$ cat src/rtl/alu_seq_unit.sv
// ----------------------------------------------------------------------------
// alu_seq_unit
//
// 8-bit ALU with a registered result/flags interface. Ops 0-14 finish in one
// clock. Op 15 (MUL) runs a shift-add multiplier for eight clocks, holding busy
// high while it runs.
//
// Ports
//   clk      in   1  system clock, rising edge
//   rst_n    in   1  synchronous active-low reset
//   start    in   1  launch an op; ignored while busy=1
//   fun_sel  in   4  op code, sampled with start
//   a        in   8  operand A (register-file O1), sampled with start
//   b        in   8  operand B (register-file O2), sampled with start
//   result   out  8  registered result, held between completions
//   flags    out  4  registered {Z,C,N,O}
//   busy     out  1  multiply in progress
//   done     out  1  one-cycle pulse when result/flags were just written
// ----------------------------------------------------------------------------
module alu_seq_unit (
    input  logic       clk,
    input  logic       rst_n,
    input  logic       start,
    input  logic [3:0] fun_sel,
    input  logic [7:0] a,
    input  logic [7:0] b,
    output logic [7:0] result,
    output logic [3:0] flags,
    output logic       busy,
    output logic       done
);

    // Flag bit positions inside flags.
    localparam int F_Z = 3;
    localparam int F_C = 2;
    localparam int F_N = 1;
    localparam int F_O = 0;

    localparam logic [3:0] OP_A    = 4'd0;
    localparam logic [3:0] OP_B    = 4'd1;
    localparam logic [3:0] OP_NA   = 4'd2;
    localparam logic [3:0] OP_NB   = 4'd3;
    localparam logic [3:0] OP_ADD  = 4'd4;
    localparam logic [3:0] OP_ADC  = 4'd5;
    localparam logic [3:0] OP_SUB  = 4'd6;
    localparam logic [3:0] OP_AND  = 4'd7;
    localparam logic [3:0] OP_OR   = 4'd8;
    localparam logic [3:0] OP_XOR  = 4'd9;
    localparam logic [3:0] OP_LSL  = 4'd10;
    localparam logic [3:0] OP_LSR  = 4'd11;
    localparam logic [3:0] OP_ASR  = 4'd12;
    localparam logic [3:0] OP_ROL  = 4'd13;
    localparam logic [3:0] OP_ROR  = 4'd14;
    localparam logic [3:0] OP_MUL  = 4'd15;

    typedef enum logic {
        S_IDLE = 1'b0,
        S_MUL  = 1'b1
    } state_t;

    state_t      state_q,  state_d;
    logic [2:0]  cnt_q,    cnt_d;
    logic [7:0]  opa_q,    opa_d;
    logic [7:0]  opb_q,    opb_d;
    logic [15:0] acc_q,    acc_d;
    logic [7:0]  result_q, result_d;
    logic [3:0]  flags_q,  flags_d;
    logic        busy_q,   busy_d;
    logic        done_q,   done_d;

    // ------------------------------------------------------------------
    // Single-cycle datapath, driven straight from the input operands.
    // ------------------------------------------------------------------
    logic       c_in;       // carry registered before this op
    logic [7:0] addend;     // b, or ~b for subtract
    logic       add_cin;
    logic [8:0] add_sum;
    logic [7:0] alu_res;
    logic       alu_c;
    logic       alu_o;
    logic       upd_c;      // op writes C
    logic       upd_o;      // op writes O

    assign c_in = flags_q[F_C];

    always_comb begin
        addend  = b;
        add_cin = 1'b0;
        if (fun_sel == OP_ADC) begin
            add_cin = c_in;
        end else if (fun_sel == OP_SUB) begin
            // A-B as A+~B+1, so carry-out is the inverted borrow.
            addend  = ~b;
            add_cin = 1'b1;
        end
        add_sum = {1'b0, a} + {1'b0, addend} + {8'h00, add_cin};
    end

    always_comb begin
        alu_res = 8'h00;
        alu_c   = 1'b0;
        alu_o   = 1'b0;
        upd_c   = 1'b0;
        upd_o   = 1'b0;
        unique case (fun_sel)
            OP_A:   alu_res = a;
            OP_B:   alu_res = b;
            OP_NA:  alu_res = ~a;
            OP_NB:  alu_res = ~b;
            OP_ADD, OP_ADC, OP_SUB: begin
                alu_res = add_sum[7:0];
                alu_c   = add_sum[8];
                // Signed overflow: like-signed inputs, differently signed sum.
                alu_o   = (a[7] == addend[7]) && (add_sum[7] != a[7]);
                upd_c   = 1'b1;
                upd_o   = 1'b1;
            end
            OP_AND: alu_res = a & b;
            OP_OR:  alu_res = a | b;
            OP_XOR: alu_res = a ^ b;
            OP_LSL: begin
                alu_res = {a[6:0], 1'b0};
                alu_c   = a[7];
                upd_c   = 1'b1;
            end
            OP_LSR: begin
                alu_res = {1'b0, a[7:1]};
                alu_c   = a[0];
                upd_c   = 1'b1;
            end
            OP_ASR: begin
                alu_res = {a[7], a[7:1]};
                alu_c   = a[0];
                upd_c   = 1'b1;
            end
            OP_ROL: begin
                alu_res = {a[6:0], c_in};
                alu_c   = a[7];
                upd_c   = 1'b1;
            end
            OP_ROR: begin
                alu_res = {c_in, a[7:1]};
                alu_c   = a[0];
                upd_c   = 1'b1;
            end
            default: alu_res = 8'h00;  // MUL goes through the sequencer
        endcase
    end

    // ------------------------------------------------------------------
    // Shift-add multiplier step: step k adds A<<k when B[k] is set.
    // ------------------------------------------------------------------
    logic [15:0] pp;
    logic [15:0] acc_sum;

    always_comb begin
        pp      = opb_q[cnt_q] ? ({8'h00, opa_q} << cnt_q) : 16'h0000;
        acc_sum = acc_q + pp;
    end

    // ------------------------------------------------------------------
    // Next-state logic
    // ------------------------------------------------------------------
    always_comb begin
        state_d  = state_q;
        cnt_d    = cnt_q;
        opa_d    = opa_q;
        opb_d    = opb_q;
        acc_d    = acc_q;
        result_d = result_q;
        flags_d  = flags_q;
        busy_d   = busy_q;
        done_d   = 1'b0;

        unique case (state_q)
            S_IDLE: begin
                if (start) begin
                    if (fun_sel == OP_MUL) begin
                        state_d = S_MUL;
                        opa_d   = a;
                        opb_d   = b;
                        acc_d   = 16'h0000;
                        cnt_d   = 3'd0;
                        busy_d  = 1'b1;
                    end else begin
                        result_d       = alu_res;
                        flags_d[F_Z]   = (alu_res == 8'h00);
                        flags_d[F_C]   = upd_c ? alu_c : flags_q[F_C];
                        flags_d[F_N]   = alu_res[7];
                        flags_d[F_O]   = upd_o ? alu_o : flags_q[F_O];
                        done_d         = 1'b1;
                    end
                end
            end
            S_MUL: begin
                // start is ignored here; operands stay as latched.
                acc_d = acc_sum;
                cnt_d = cnt_q + 3'd1;
                if (cnt_q == 3'd7) begin
                    state_d      = S_IDLE;
                    cnt_d        = 3'd0;
                    busy_d       = 1'b0;
                    done_d       = 1'b1;
                    result_d     = acc_sum[7:0];
                    flags_d[F_Z] = (acc_sum[7:0] == 8'h00);
                    flags_d[F_C] = (acc_sum[15:8] != 8'h00);
                    flags_d[F_N] = acc_sum[7];
                    flags_d[F_O] = flags_q[F_O];
                end
            end
            default: state_d = S_IDLE;
        endcase
    end

    // ------------------------------------------------------------------
    // State registers; reset wins over start and aborts a running MUL.
    // ------------------------------------------------------------------
    always_ff @(posedge clk) begin
        if (!rst_n) begin
            state_q  <= S_IDLE;
            cnt_q    <= 3'd0;
            opa_q    <= 8'h00;
            opb_q    <= 8'h00;
            acc_q    <= 16'h0000;
            result_q <= 8'h00;
            flags_q  <= 4'b0000;
            busy_q   <= 1'b0;
            done_q   <= 1'b0;
        end else begin
            state_q  <= state_d;
            cnt_q    <= cnt_d;
            opa_q    <= opa_d;
            opb_q    <= opb_d;
            acc_q    <= acc_d;
            result_q <= result_d;
            flags_q  <= flags_d;
            busy_q   <= busy_d;
            done_q   <= done_d;
        end
    end

    assign result = result_q;
    assign flags  = flags_q;
    assign busy   = busy_q;
    assign done   = done_q;

endmodule

$ cat config.mk
export PLATFORM = sky130hd
export DESIGN_NAME = alu_seq_unit
export DESIGN_NICKNAME = d
export VERILOG_FILES = /design/src/rtl/alu_seq_unit.sv
export SDC_FILE = /design/constraint.sdc
export NUM_CORES = 1
export LEC_CHECK = 0
export ABC_AREA = 1
export BUFFER_PORTS_ARGS = -buffer_cell sky130_fd_sc_hd__clkbuf_2
export CORE_ASPECT_RATIO = 1.5
export CORE_MARGIN = 5
export CORE_UTILIZATION = 50
export CTS_CLUSTER_SIZE = 30
export DETAILED_ROUTE_END_ITERATION = 8
export PLACE_DENSITY_LB_ADDON = 0.3
export SLEW_MARGIN = 20
export SYNTH_ARGS = -nofsm -noshare
export SYNTH_HDL_FRONTEND = slang
export SYNTH_SLANG_ARGS = --single-unit
$ cat constraint.sdc
create_clock -name clk -period 2.8 [get_ports clk]
set_clock_uncertainty 0.1 [all_clocks]
set_input_delay 0.14 -clock clk [delete_from_list [all_inputs] [get_ports clk]]
set_output_delay 0.14 -clock clk [all_outputs]
set_load 0.005 [all_outputs]
==> results of run 1 <==
## routing by layer
metal / vias up / part of all wire [%]
met1: 2568 / 34
li1: 2762 / -
met3: 82 / 4.3
met2: 203 / 53
met5: - / 0
met4: 0 / 8.7
## sequential cells by signal, indices dropped and copies added (netlist names)
register / cells
done: 1
cnt_q: 3
state_q: 1
opa_q: 8
result: 7
acc_q: 16
busy: 1
opb_q: 8
flags: 4
## how the worst max path moves through the flow
stage                   from  endpoint  slack, ps  depth (start not counted)
floorplan           cnt_q[0]  flags[2]        100                         21
global placement    cnt_q[0]  flags[2]       -170                         21
detailed placement  cnt_q[0]  flags[2]       -280                         20
CTS                 cnt_q[1]  flags[2]          8                         20
global route        cnt_q[0]  flags[2]       -330                         21
finish              cnt_q[0]  flags[2]       -170                         20
## final cells by class
type | instances | area (sq um) | area share, %
Clock buffer | 7 | 143 | 2.33
Clock inverter | 1 | 30.0 | 0.491
Inverter | 101 | 389 | 6.36
Multi-Input combinational cell | 625 | 3640 | 59.4
Sequential cell | 49 | 988 | 16.2
Tap cell | 112 | 140 | 2.29
Timing Repair Buffer | 115 | 792 | 12.9
## placed cells by master (no fill, tap or decap), types with 10 or more instances in the layout
cell type and n:
sky130_fd_sc_hd__nand2_1 234, sky130_fd_sc_hd__inv_1 91, sky130_fd_sc_hd__nor2_1 75, sky130_fd_sc_hd__buf_4 75, sky130_fd_sc_hd__o21ai_0 48, sky130_fd_sc_hd__a21oi_1 48
sky130_fd_sc_hd__dfxtp_1 47, sky130_fd_sc_hd__nand3_1 36, sky130_fd_sc_hd__clkbuf_2 36, sky130_fd_sc_hd__ha_1 28, sky130_fd_sc_hd__nand2_2 21, sky130_fd_sc_hd__nor2_2 11
sky130_fd_sc_hd__ha_4 11, sky130_fd_sc_hd__o21ai_1 10, sky130_fd_sc_hd__xor2_1 10
## where the power goes
| part | internal [mW] | switching, mW | leakage [nW] |
|---|---|---|---|
| clock network | 0.447 | 0.265 | 0.0841 |
| registers | 0.717 | 0.0139 | 0.399 |
| logic | 0.155 | 0.272 | 2.62 |
## logic make-up after synthesis
logic type	after synthesis
simple gates	423
xor+xnor	14
mux	2
compound gates	143
buf+inv	120
fa+ha+maj	43
flops	49
## stage by stage
stage               total power [mW]  TNS, ps  hold slack, ps  cells  util (%)
floorplan                      0.984        0             194    794         -
global placement                1.14     -524             352    995      59.1
detailed placement              1.15    -1340             363    995      59.1
CTS                             1.85        0            87.2   1009      63.5
global route                    1.96     -954             151   1010      66.9
finish                          1.87     -257            97.9   1010      66.9
## critical path, stage by stage, from the launching register on
cell	delay [ps]
sky130_fd_sc_hd__dfxtp_4	370
sky130_fd_sc_hd__buf_8	140
sky130_fd_sc_hd__mux2i_4	240
sky130_fd_sc_hd__nand2_1	100
sky130_fd_sc_hd__o21ai_2	80
sky130_fd_sc_hd__nor2_1	80
sky130_fd_sc_hd__o21ai_2	310
sky130_fd_sc_hd__inv_4	60
sky130_fd_sc_hd__ha_4	300
sky130_fd_sc_hd__nand2_2	100
sky130_fd_sc_hd__nor2_4	130
sky130_fd_sc_hd__and2_4	150
sky130_fd_sc_hd__nand2_1	70
sky130_fd_sc_hd__nand2_1	70
sky130_fd_sc_hd__nand2_1	60
sky130_fd_sc_hd__nand2_1	60
sky130_fd_sc_hd__nand2_1	60
sky130_fd_sc_hd__nor2_1	90
sky130_fd_sc_hd__nand3_1	100
sky130_fd_sc_hd__nand2_1	110
sky130_fd_sc_hd__a21oi_1	60
## what timing repair did
| action | 4_1_cts | 5_1_grt |
|---|---|---|
| hold buffers | 0 | 0 |
| buffers inserted | 5 | 4 |
| gates resized for setup | 58 | 82 |
| pin swaps | 13 | 44 |
| cloned | 1 | 0 |
| endpoints found under the setup margin | 14 | 16 |
==> reports/metrics.json, run 1 <==
{
  "drt_drc_violations_left": {"value": 0},
  "cp_data_required_time": {"value": 2890, "unit": "ps"},
  "grtUsageMet2": {"value": 56.1, "unit": "%"},
  "crit-reg2reg-launch": {"value": "cnt_q[0]"},
  "ys_top_cells_by_area": {"value": "sky130_fd_sc_hd__dfxtp_1, sky130_fd_sc_hd__nand2_1, sky130_fd_sc_hd__ha_1"},
  "antenna_left": {"value": 0},
  "violated_checks": {"value": "setup timing"},
  "total_leakage_power": {"value": 3.11, "unit": "nW"},
  "cts_inserted_buffers": {"value": 5},
  "cts_buffer_depth": {"value": 2},
  "die-height": {"value": 128, "unit": "microns"},
  "routabilityCongestion": {"value": 0.992},
  "vdd_drop_max": {"value": 0.000228, "unit": "V"},
  "gr-usage-met1": {"value": 28.5, "unit": "%"},
  "detailroute.via_count": {"value": 5615},
  "cts_tree": {"value": "done"},
  "vias_per_cell": {"value": 5.56},
  "post-synth-top-area-cell": {"value": "sky130_fd_sc_hd__dfxtp_1"},
  "die-width": {"value": 88.5, "unit": "microns"},
  "fin_crit": {"value": 2970, "unit": "ps"},
  "rsz0062_at_grt": {"value": "yes"},
  "flow.area_growth_from_synthesis": {"value": 32.4, "unit": "%"},
  "layout-drive-gt1-share": {"value": 24.9, "unit": "%"},
  "synth_area": {"value": 4620, "unit": "sq um"},
  "use_met3": {"value": 3.86, "unit": "%"},
  "busiest_layer": {"value": "met2"},
  "dp.final_hpwl": {"value": 13.0, "unit": "mm"},
  "synthCells": {"value": 794},
  "detailed_place.area": {"value": 5400, "unit": "sq um"},
  "r2r_cells": {"value": 20},
  "design.final.nets": {"value": 963},
  "hold_path_class": {"value": "in2reg"},
  "endpoint_type_of_the_worst_setup_path": {"value": "flop"},
  "synth_top_area_share": {"value": 21.2, "unit": "%"},
  "synth_async_sr_flop_share": {"value": 0, "unit": "%"},
  "cts-htree-levels": {"value": 2},
  "design.portCount": {"value": 37},
  "yosysWarningCount": {"value": 0},
  "slew_viol_final": {"value": 0},
  "whs_endpoint": {"value": "opb_q[0]"},
  "initial_core_utilization": {"value": 50.5, "unit": "%"},
  "post-route-cell-area": {"value": 6120, "unit": "sq um"},
  "max-cap-violations": {"value": 0},
  "synth-edff-count": {"value": 0},
  "cp_data_arrival_time": {"value": 3050, "unit": "ps"},
  "synthFlopType": {"value": "sky130_fd_sc_hd__dfxtp_1"},
  "synth_seq_cells": {"value": 49},
  "syn-num-nets": {"value": 860},
  "synth-compound-area-share": {"value": 16.4, "unit": "%"},
  "timing.rr.end": {"value": "flags[2]"},
  "worstPathMaxFanout": {"value": 8},
  "synth_sequential_area_ratio": {"value": 21.2, "unit": "%"},
  "setup_ws": {"value": -165, "unit": "ps"},
  "min_period_over_period": {"value": 106, "unit": "%"},
  "timing.fmax": {"value": 337, "unit": "MHz"},
  "detail_route.iter0.violations": {"value": 332},
  "synthMuxAreaShare": {"value": 0.433, "unit": "%"},
  "synth_fa_ha_area_share": {"value": 12.1, "unit": "%"},
  "globalRouteOverflowTotal": {"value": 0},
  "grt_resource_usage_total": {"value": 30.2, "unit": "%"},
  "setup_violations": {"value": 2},
  "worst-slew-pin-transition": {"value": 649, "unit": "ps"},
  "fp-row-count": {"value": 43},
  "synth_top_family_by_area": {"value": "simple AND/OR/NAND/NOR gates"},
  "n_antenna_cell": {"value": 0},
  "timing.setup.critical_path_class": {"value": "reg2reg"},
  "clkLatencyLatePin": {"value": 300, "unit": "ps"},
  "portBuffers": {"value": 36},
  "final.fill_count": {"value": 824},
  "synth.most_common_cell": {"value": "sky130_fd_sc_hd__nand2_1"},
  "totalWireLength": {"value": 16.9, "unit": "mm"},
  "synth_area_per_cell": {"value": 5.82, "unit": "sq um"},
  "grt_antenna_before_repair": {"value": 0},
  "relSlewSlack": {"value": 56.6, "unit": "%"},
  "grt_start_max_net_pins": {"value": 35},
  "outcome": {"value": "finished, violations left"},
  "post_synth_num_cell_types": {"value": 35},
  "setup.reg_to_reg.worst_slack": {"value": -170, "unit": "ps"},
  "min_from": {"value": "b[0]"},
  "yosys.area_share.xor_xnor": {"value": 2.65, "unit": "%"},
  "dp_slack": {"value": -284, "unit": "ps"},
  "die_area": {"value": 11300, "unit": "sq um"},
  "route.detailed.wl_per_inst": {"value": 16.7, "unit": "microns"},
  "firstDrtPassIters": {"value": 5},
  "path_clk_slew": {"value": 70, "unit": "ps"},
  "clock_sink_count": {"value": 49},
  "worst_hold_path_cells": {"value": 3},
  "area_share_of_and_or_nand_nor_cells_after_synthesis": {"value": 37.2, "unit": "%"},
  "finalHoldViolations": {"value": 0},
  "ctsRootBufferMaster": {"value": "sky130_fd_sc_hd__clkbuf_16"},
  "grt_pass1_vias": {"value": 5521},
  "placeable_area": {"value": 9150, "unit": "sq um"},
  "crit_path_start_kind": {"value": "flop"},
  "post_synth_most_frequent_cells": {"value": "sky130_fd_sc_hd__nand2_1, sky130_fd_sc_hd__inv_1, sky130_fd_sc_hd__nor2_1"},
  "power.density": {"value": 305, "unit": "nW/um^2"},
  "grt_pass1_wl": {"value": 26.4, "unit": "mm"}
}
(Power assumes the default switching activity.)
==> run 2, diff against run 1 <==
--- a/config.mk
+++ b/config.mk
@@ -10,7 +10,7 @@
 export CORE_ASPECT_RATIO = 1.5
 export CORE_MARGIN = 5
 export CORE_UTILIZATION = 50
-export CTS_CLUSTER_SIZE = 30
+export CTS_CLUSTER_SIZE = 20
 export DETAILED_ROUTE_END_ITERATION = 8
 export PLACE_DENSITY_LB_ADDON = 0.3
 export SLEW_MARGIN = 20
==> constraint.sdc (replaced) <==
create_clock -name clk -period 2.83 [get_ports clk]
set_clock_uncertainty 0.1 [all_clocks]
set_input_delay 0.1415 -clock clk [delete_from_list [all_inputs] [get_ports clk]]
set_output_delay 0.1415 -clock clk [all_outputs]
set_load 0.005 [all_outputs]
==> run 2 against run 1 <==
  * The run still ends with setup timing left
  * Final cell count down 0.40%
  * Via count down 2.0%
  * Sequential share of layout area up 0.72 points
  * Global-route usage down 1.2 points
  * Fmax up 2.8%
  * Worst setup slack better by 110 ps
  * Non-clock buffer count down 4
  * Routed wire length down 3.9%
  * Flip-flop and latch count unchanged
==> reports/metrics.json, run 2 (synthesized netlist as in run 1, its figures left out) <==
{
  "fin_crit": {"value": 2880, "unit": "ps"},
  "clkLatencyLatePin": {"value": 290, "unit": "ps"},
  "flow.area_growth_from_synthesis": {"value": 26.8, "unit": "%"},
  "n_antenna_cell": {"value": 0},
  "route.detailed.wl_per_inst": {"value": 16.1, "unit": "microns"},
  "globalRouteOverflowTotal": {"value": 0},
  "placeable_area": {"value": 9150, "unit": "sq um"},
  "critical_path_depth": {"value": 20},
  "crit-reg2reg-launch": {"value": "cnt_q[0]"},
  "post-route-util": {"value": 64.0, "unit": "%"},
  "design.portCount": {"value": 37},
  "cp_data_arrival_time": {"value": 2960, "unit": "ps"},
  "drt_drc_violations_left": {"value": 0},
  "ctsRootBufferMaster": {"value": "sky130_fd_sc_hd__clkbuf_16"},
  "dpl.cell_count": {"value": 993},
  "grt_start_max_net_pins": {"value": 35},
  "path_clk_slew": {"value": 60, "unit": "ps"},
  "relSlewSlack": {"value": 53.7, "unit": "%"},
  "mostFrequentLayoutCells": {"value": "sky130_fd_sc_hd__nand2_1, sky130_fd_sc_hd__inv_1, sky130_fd_sc_hd__nor2_1, sky130_fd_sc_hd__buf_4"},
  "timing.critical_path.slowest_stage_cell": {"value": "sky130_fd_sc_hd__dfxtp_4"},
  "totalWireLength": {"value": 16.2, "unit": "mm"},
  "fp-row-count": {"value": 43},
  "grt_resource_usage_total": {"value": 28.9, "unit": "%"},
  "grt_pass1_wl": {"value": 25.2, "unit": "mm"},
  "rsz0062_at_grt": {"value": "yes"},
  "cp_data_required_time": {"value": 2900, "unit": "ps"},
  "antenna_left": {"value": 0},
  "clock_sink_count": {"value": 49},
  "final_cells": {"value": 1006},
  "routabilityCongestion": {"value": 1.00},
  "vdd_drop_max": {"value": 0.000269, "unit": "V"},
  "setup.reg_to_reg.worst_slack": {"value": -50, "unit": "ps"},
  "largest_reg_flops": {"value": 16},
  "hold_path_class": {"value": "in2reg"},
  "worst-slew-pin-transition": {"value": 691, "unit": "ps"},
  "total_leakage_power": {"value": 3.02, "unit": "nW"},
  "most_flop_heavy_register": {"value": "acc_q"},
  "cts-htree-levels": {"value": 2},
  "timing.rr.end": {"value": "flags[2]"},
  "grt_pass1_vias": {"value": 5295},
  "finalHoldViolations": {"value": 0},
  "cts_inserted_buffers": {"value": 5},
  "firstDrtPassIters": {"value": 6},
  "min_period_over_period": {"value": 102, "unit": "%"},
  "crit_path_max_incr_delay": {"value": 370, "unit": "ps"},
  "setup_violations": {"value": 1},
  "cts_buffer_depth": {"value": 2},
  "min_from": {"value": "b[0]"},
  "detailroute.via_count": {"value": 5505},
  "final.fill_count": {"value": 901},
  "worstPathMaxFanout": {"value": 8},
  "reg_top3": {"value": "acc_q x16, opa_q x8, opb_q x8"},
  "detail_route.iter0.violations": {"value": 290},
  "die_area": {"value": 11300, "unit": "sq um"},
  "die-height": {"value": 128, "unit": "microns"},
  "timing.setup.tns": {"value": -53.1, "unit": "ps"},
  "timing.setup.critical_path_class": {"value": "reg2reg"},
  "outcome": {"value": "finished, violations left"},
  "initial_core_utilization": {"value": 50.5, "unit": "%"},
  "violated_checks": {"value": "setup timing"},
  "grt_antenna_before_repair": {"value": 0},
  "cts_tree": {"value": "done"},
  "setup_ws": {"value": -53.1, "unit": "ps"},
  "footprint_of_the_flip_flops_and_latches": {"value": 988, "unit": "sq um"},
  "r2r_cells": {"value": 20},
  "cp_cell_sequence": {"value": "buf_6, o21ai_1, o22ai_2, nand2_1, buf_4, buf_4, nor2_1, ha_4, nand2_2, nor2_2, and2_1, nand2_1, nand2_1, nand2_1, nand2_1, nand2_1, nor2_1, nand3_1, nand2_1, a21oi_1"},
  "portBuffers": {"value": 36},
  "slew_viol_final": {"value": 0},
  "multi_input_comb_area": {"value": 3430, "unit": "sq um"},
  "die-width": {"value": 88.5, "unit": "microns"},
  "holdWs": {"value": 126, "unit": "ps"},
  "endpoint_type_of_the_worst_setup_path": {"value": "flop"},
  "crit_path_frequent_cell": {"value": "sky130_fd_sc_hd__nand2_1"},
  "power.density": {"value": 310, "unit": "nW/um^2"},
  "worst_hold_path_cells": {"value": 3},
  "cpLargestDelayFamily": {"value": "simple AND/OR/NAND/NOR gates"},
  "dp.final_hpwl": {"value": 12.9, "unit": "mm"},
  "vias_per_cell": {"value": 5.47},
  "whs_endpoint": {"value": "opb_q[0]"},
  "timing.fmax": {"value": 347, "unit": "MHz"},
  "path_buf_inv": {"value": 3},
  "final_common_cell": {"value": "sky130_fd_sc_hd__nand2_1"},
  "design.final.nets": {"value": 959},
  "crit_path_start_kind": {"value": "flop"},
  "worstSetupStartpoint": {"value": "cnt_q[0]"},
  "max-cap-violations": {"value": 0},
  "layout-drive-gt1-share": {"value": 20.0, "unit": "%"}
}
## run 2: cell count changes in the layout (fill, tap and decap cells not counted), moves of 5 or more
cell,previous run,this run
sky130_fd_sc_hd__o21ai_2,9,2
sky130_fd_sc_hd__nand2_1,234,244
sky130_fd_sc_hd__nor2_1,75,81
sky130_fd_sc_hd__nand2_2,21,15
sky130_fd_sc_hd__o21ai_1,10,15
sky130_fd_sc_hd__inv_1,91,97
sky130_fd_sc_hd__nor2_4,5,0
## run 2: layout make-up
type | instances | area share, %
clock buffer | 6 | 2.20
inverter | 101 | 6.52
sequential | 49 | 16.9
multi-input combinational | 625 | 58.5
clock inverter | 2 | 0.662
tap | 112 | 2.39
timing repair buffer | 111 | 12.8
## run 2: power by group
group          internal (mW)  switching, mW  leakage (nW)
clock                  0.419          0.264        0.0810
combinational          0.149          0.260          2.54
sequential             0.709         0.0132         0.399
## run 2: stage by stage
stage / cell area (sq um) / setup slack, ps / power [mW]
detailed placement: 5390 / -210 / 1.13
CTS: 5700 / -10.9 / 1.82
floorplan: 4620 / 125 / 0.974
global route: 5860 / -251 / 1.91
global placement: 5390 / -138 / 1.13
finish: 5860 / -53.1 / 1.81
## run 2: tightest hold or removal path, stage by stage
cell and delay (ps):
sky130_fd_sc_hd__clkbuf_2 110, sky130_fd_sc_hd__inv_1 130, sky130_fd_sc_hd__a21oi_1 80
## run 2: worst max-delay path by stage
stage                to  slack [ps]
2_1_floorplan  flags[3]         120
3_3_place_gp   flags[2]        -140
3_5_place_dp   flags[2]        -210
4_1_cts        flags[2]         -10
5_1_grt        flags[2]        -250
6_report       flags[2]         -50
## run 2: per-layer routing
metal  vias up  GRT usage, %  wire (microns)
li1       2755             -               -
met1      2509          27.7            5670
met2       165          52.5            8340
met3        76          3.86             679
met4         0          24.4            1540
met5         -             0               0
## run 2: timing repair
item / 4_1_cts / 5_1_grt
buffers inserted: 3 / 1
hold buffers: 0 / 0
gates cloned: 1 / 0
gates resized for setup: 36 / 43
endpoints found under the setup margin: 12 / 16
pin swaps: 6 / 11
==> run 3, diff against run 2 <==
--- a/config.mk
+++ b/config.mk
@@ -12,7 +12,8 @@
 export CORE_UTILIZATION = 50
 export CTS_CLUSTER_SIZE = 20
 export DETAILED_ROUTE_END_ITERATION = 8
-export PLACE_DENSITY_LB_ADDON = 0.3
+export GPL_TIMING_DRIVEN = 0
+export PLACE_DENSITY = 0.78
 export SLEW_MARGIN = 20
 export SYNTH_ARGS = -nofsm -noshare
 export SYNTH_HDL_FRONTEND = slang
==> constraint.sdc (replaced) <==
create_clock -name clk -period 3.1 [get_ports clk]
set_clock_uncertainty 0.1 [all_clocks]
set_input_delay 0.155 -clock clk [delete_from_list [all_inputs] [get_ports clk]]
set_output_delay 0.155 -clock clk [all_outputs]
set_load 0.005 [all_outputs]
==> run 3 against run 2 <==
  * The run still ends with setup timing left
  * Sequential share of layout area grew 1.7 points
  * Critical path depth shrank 2
  * Global-route usage shrank 2.5 points
  * First-iteration DRC count grew 26%
  * Flip-flop and latch count is the same
  * Register-to-register slack gained 20 ps
  * Total power shrank 9.4%
  * Via count shrank 5.5%
  * Clock-buffer cell count is the same
  * Die area is the same
  * Fmax shrank 8.1%
  * Largest power group unchanged
==> reports/metrics.json, run 3 (synthesized netlist as in run 1, its figures left out) <==
{
  "finalHoldViolations": {"value": 0},
  "final_common_cell": {"value": "sky130_fd_sc_hd__nand2_1"},
  "cp_data_required_time": {"value": 3180, "unit": "ps"},
  "max-cap-violations": {"value": 0},
  "footprint_of_the_flip_flops_and_latches": {"value": 983, "unit": "sq um"},
  "design.final.nets": {"value": 906},
  "path_clk_slew": {"value": 70, "unit": "ps"},
  "power.density": {"value": 310, "unit": "nW/um^2"},
  "route.detailed.wl_per_inst": {"value": 15.4, "unit": "microns"},
  "grt_pass1_wl": {"value": 23.4, "unit": "mm"},
  "firstDrtPassIters": {"value": 5},
  "flow.area_growth_from_synthesis": {"value": 14.7, "unit": "%"},
  "clock_sink_count": {"value": 49},
  "totalWireLength": {"value": 14.7, "unit": "mm"},
  "r2r_cells": {"value": 18},
  "cts_inserted_buffers": {"value": 5},
  "hold_path_class": {"value": "in2reg"},
  "cts-htree-levels": {"value": 2},
  "final.fill_count": {"value": 987},
  "min_period_over_period": {"value": 101, "unit": "%"},
  "grt_antenna_before_repair": {"value": 0},
  "clkLatencyLatePin": {"value": 300, "unit": "ps"},
  "detailed_place.area": {"value": 4940, "unit": "sq um"},
  "dp.final_hpwl": {"value": 11.7, "unit": "mm"},
  "detailroute.via_count": {"value": 5203},
  "post-layout-total-power": {"value": 1.64, "unit": "mW"},
  "crit_path_frequent_cell": {"value": "sky130_fd_sc_hd__nand2_1"},
  "reg_top3": {"value": "acc_q x16, opa_q x8, opb_q x8"},
  "ctsRootBufferMaster": {"value": "sky130_fd_sc_hd__clkbuf_16"},
  "total_leakage_power": {"value": 2.74, "unit": "nW"},
  "routabilityCongestion": {"value": 0.992},
  "drt_drc_violations_left": {"value": 0},
  "setup_ws": {"value": -37.0, "unit": "ps"},
  "worstPathMaxFanout": {"value": 10},
  "crit_path_max_incr_delay": {"value": 350, "unit": "ps"},
  "slew_viol_final": {"value": 0},
  "grt_start_max_net_pins": {"value": 16},
  "vdd_drop_max": {"value": 0.000201, "unit": "V"},
  "die-height": {"value": 128, "unit": "microns"},
  "worst_hold_path_cells": {"value": 3},
  "die-width": {"value": 88.5, "unit": "microns"},
  "placeable_area": {"value": 9150, "unit": "sq um"},
  "outcome": {"value": "finished, violations left"},
  "layout-drive-gt1-share": {"value": 10.8, "unit": "%"},
  "globalRouteOverflowTotal": {"value": 0},
  "holdWs": {"value": 110, "unit": "ps"},
  "timing.critical_path.slowest_stage_cell": {"value": "sky130_fd_sc_hd__dfxtp_2"},
  "cts_hold_buf": {"value": 0},
  "timing.fmax": {"value": 319, "unit": "MHz"},
  "vias_per_cell": {"value": 5.46},
  "violated_checks": {"value": "setup timing"},
  "timing.setup.critical_path_class": {"value": "reg2reg"},
  "relSlewSlack": {"value": 52.1, "unit": "%"},
  "grt_resource_usage_total": {"value": 26.4, "unit": "%"},
  "portBuffers": {"value": 36},
  "cts_tree": {"value": "done"},
  "cp_data_arrival_time": {"value": 3220, "unit": "ps"},
  "largest_reg_flops": {"value": 16},
  "antenna_left": {"value": 0},
  "mostFrequentLayoutCells": {"value": "sky130_fd_sc_hd__nand2_1, sky130_fd_sc_hd__inv_1, sky130_fd_sc_hd__nor2_1, sky130_fd_sc_hd__o21ai_0, sky130_fd_sc_hd__a21oi_1"},
  "cp_cell_sequence": {"value": "inv_1, clkbuf_4, o21ai_0, o22ai_1, nand2_2, nor2_1, ha_1, or2_2, nand3_1, nand2_1, nand2_1, nand3_1, nand2_1, nand2_1, nor2_1, nand3_1, nand2_1, a21oi_1"},
  "design.portCount": {"value": 37},
  "setup_violations": {"value": 1},
  "rsz0062_at_grt": {"value": "yes"},
  "most_flop_heavy_register": {"value": "acc_q"},
  "post-route-cell-area": {"value": 5300, "unit": "sq um"},
  "worst-slew-pin-transition": {"value": 716, "unit": "ps"},
  "cts_buffer_depth": {"value": 2},
  "fin_crit": {"value": 3140, "unit": "ps"},
  "multi_input_comb_area": {"value": 3330, "unit": "sq um"},
  "fp-row-count": {"value": 43},
  "initial_core_utilization": {"value": 50.5, "unit": "%"},
  "endpoint_type_of_the_worst_setup_path": {"value": "flop"},
  "n_antenna_cell": {"value": 0},
  "grt_pass1_vias": {"value": 4937},
  "crit_path_start_kind": {"value": "flop"},
  "die_area": {"value": 11300, "unit": "sq um"},
  "detail_route.iter0.violations": {"value": 364}
}
run 3: cell type report:
class | instances | share of cell area [%]
clock inverter | 2 | 0.732
inverter | 101 | 7.20
buffer | 19 | 1.86
tap | 112 | 2.64
multi-input combinational | 625 | 62.7
timing repair buffer | 39 | 3.82
sequential | 49 | 18.6
clock buffer | 6 | 2.43
run 3: where the power goes:
part           internal, mW  total [mW]  switching (mW)
Sequential            0.648       0.661          0.0121
Combinational         0.117       0.347           0.231
Clock                 0.383       0.635           0.252
run 3: layer usage:
metal | wire length (microns) | vias to the layer above | track usage (%)
li1 | - | 2651 | -
met3 | 527 | 78 | 3.22
met5 | 0 | - | 0
met1 | 5580 | 2314 | 27.1
met4 | 1110 | 0 | 18.6
met2 | 7470 | 160 | 47.9
run 3: repair_timing:
item                                    in CTS  in global routing
endpoints found under the setup margin      15                  7
pin swaps                                    1                  3
resized for setup                           25                 30
setup buffers                                1                  2
run 3: metrics by stage:
stage          util, %  worst slack [ps]  instances  TNS [ps]
5_1_grt           57.9              -158        953      -158
3_5_place_dp      54.0              -538        942     -3310
4_1_cts           56.6             -11.3        951     -11.3
6_report          57.9             -37.0        953     -37.0
2_1_floorplan        -               381        794         0
3_3_place_gp      54.0              -537        942     -3010
run 3: worst paths after layout:
path	startpoint	end	slack [ps]
max	cnt_q[1]	flags[2]	-40
min	b[5]	opb_q[5]	110
max reg2reg	cnt_q[1]	flags[2]	-40
min reg2reg	acc_q[6]	acc_q[6]	380
run 3: worst max-delay path, delay by kind of cell (launching register included):
family / cells / cell delay [ps]
compound gates: 3 / 340
flops: 1 / 350
fa+ha+maj: 1 / 300
simple gates: 12 / 1650
buf+inv: 2 / 260
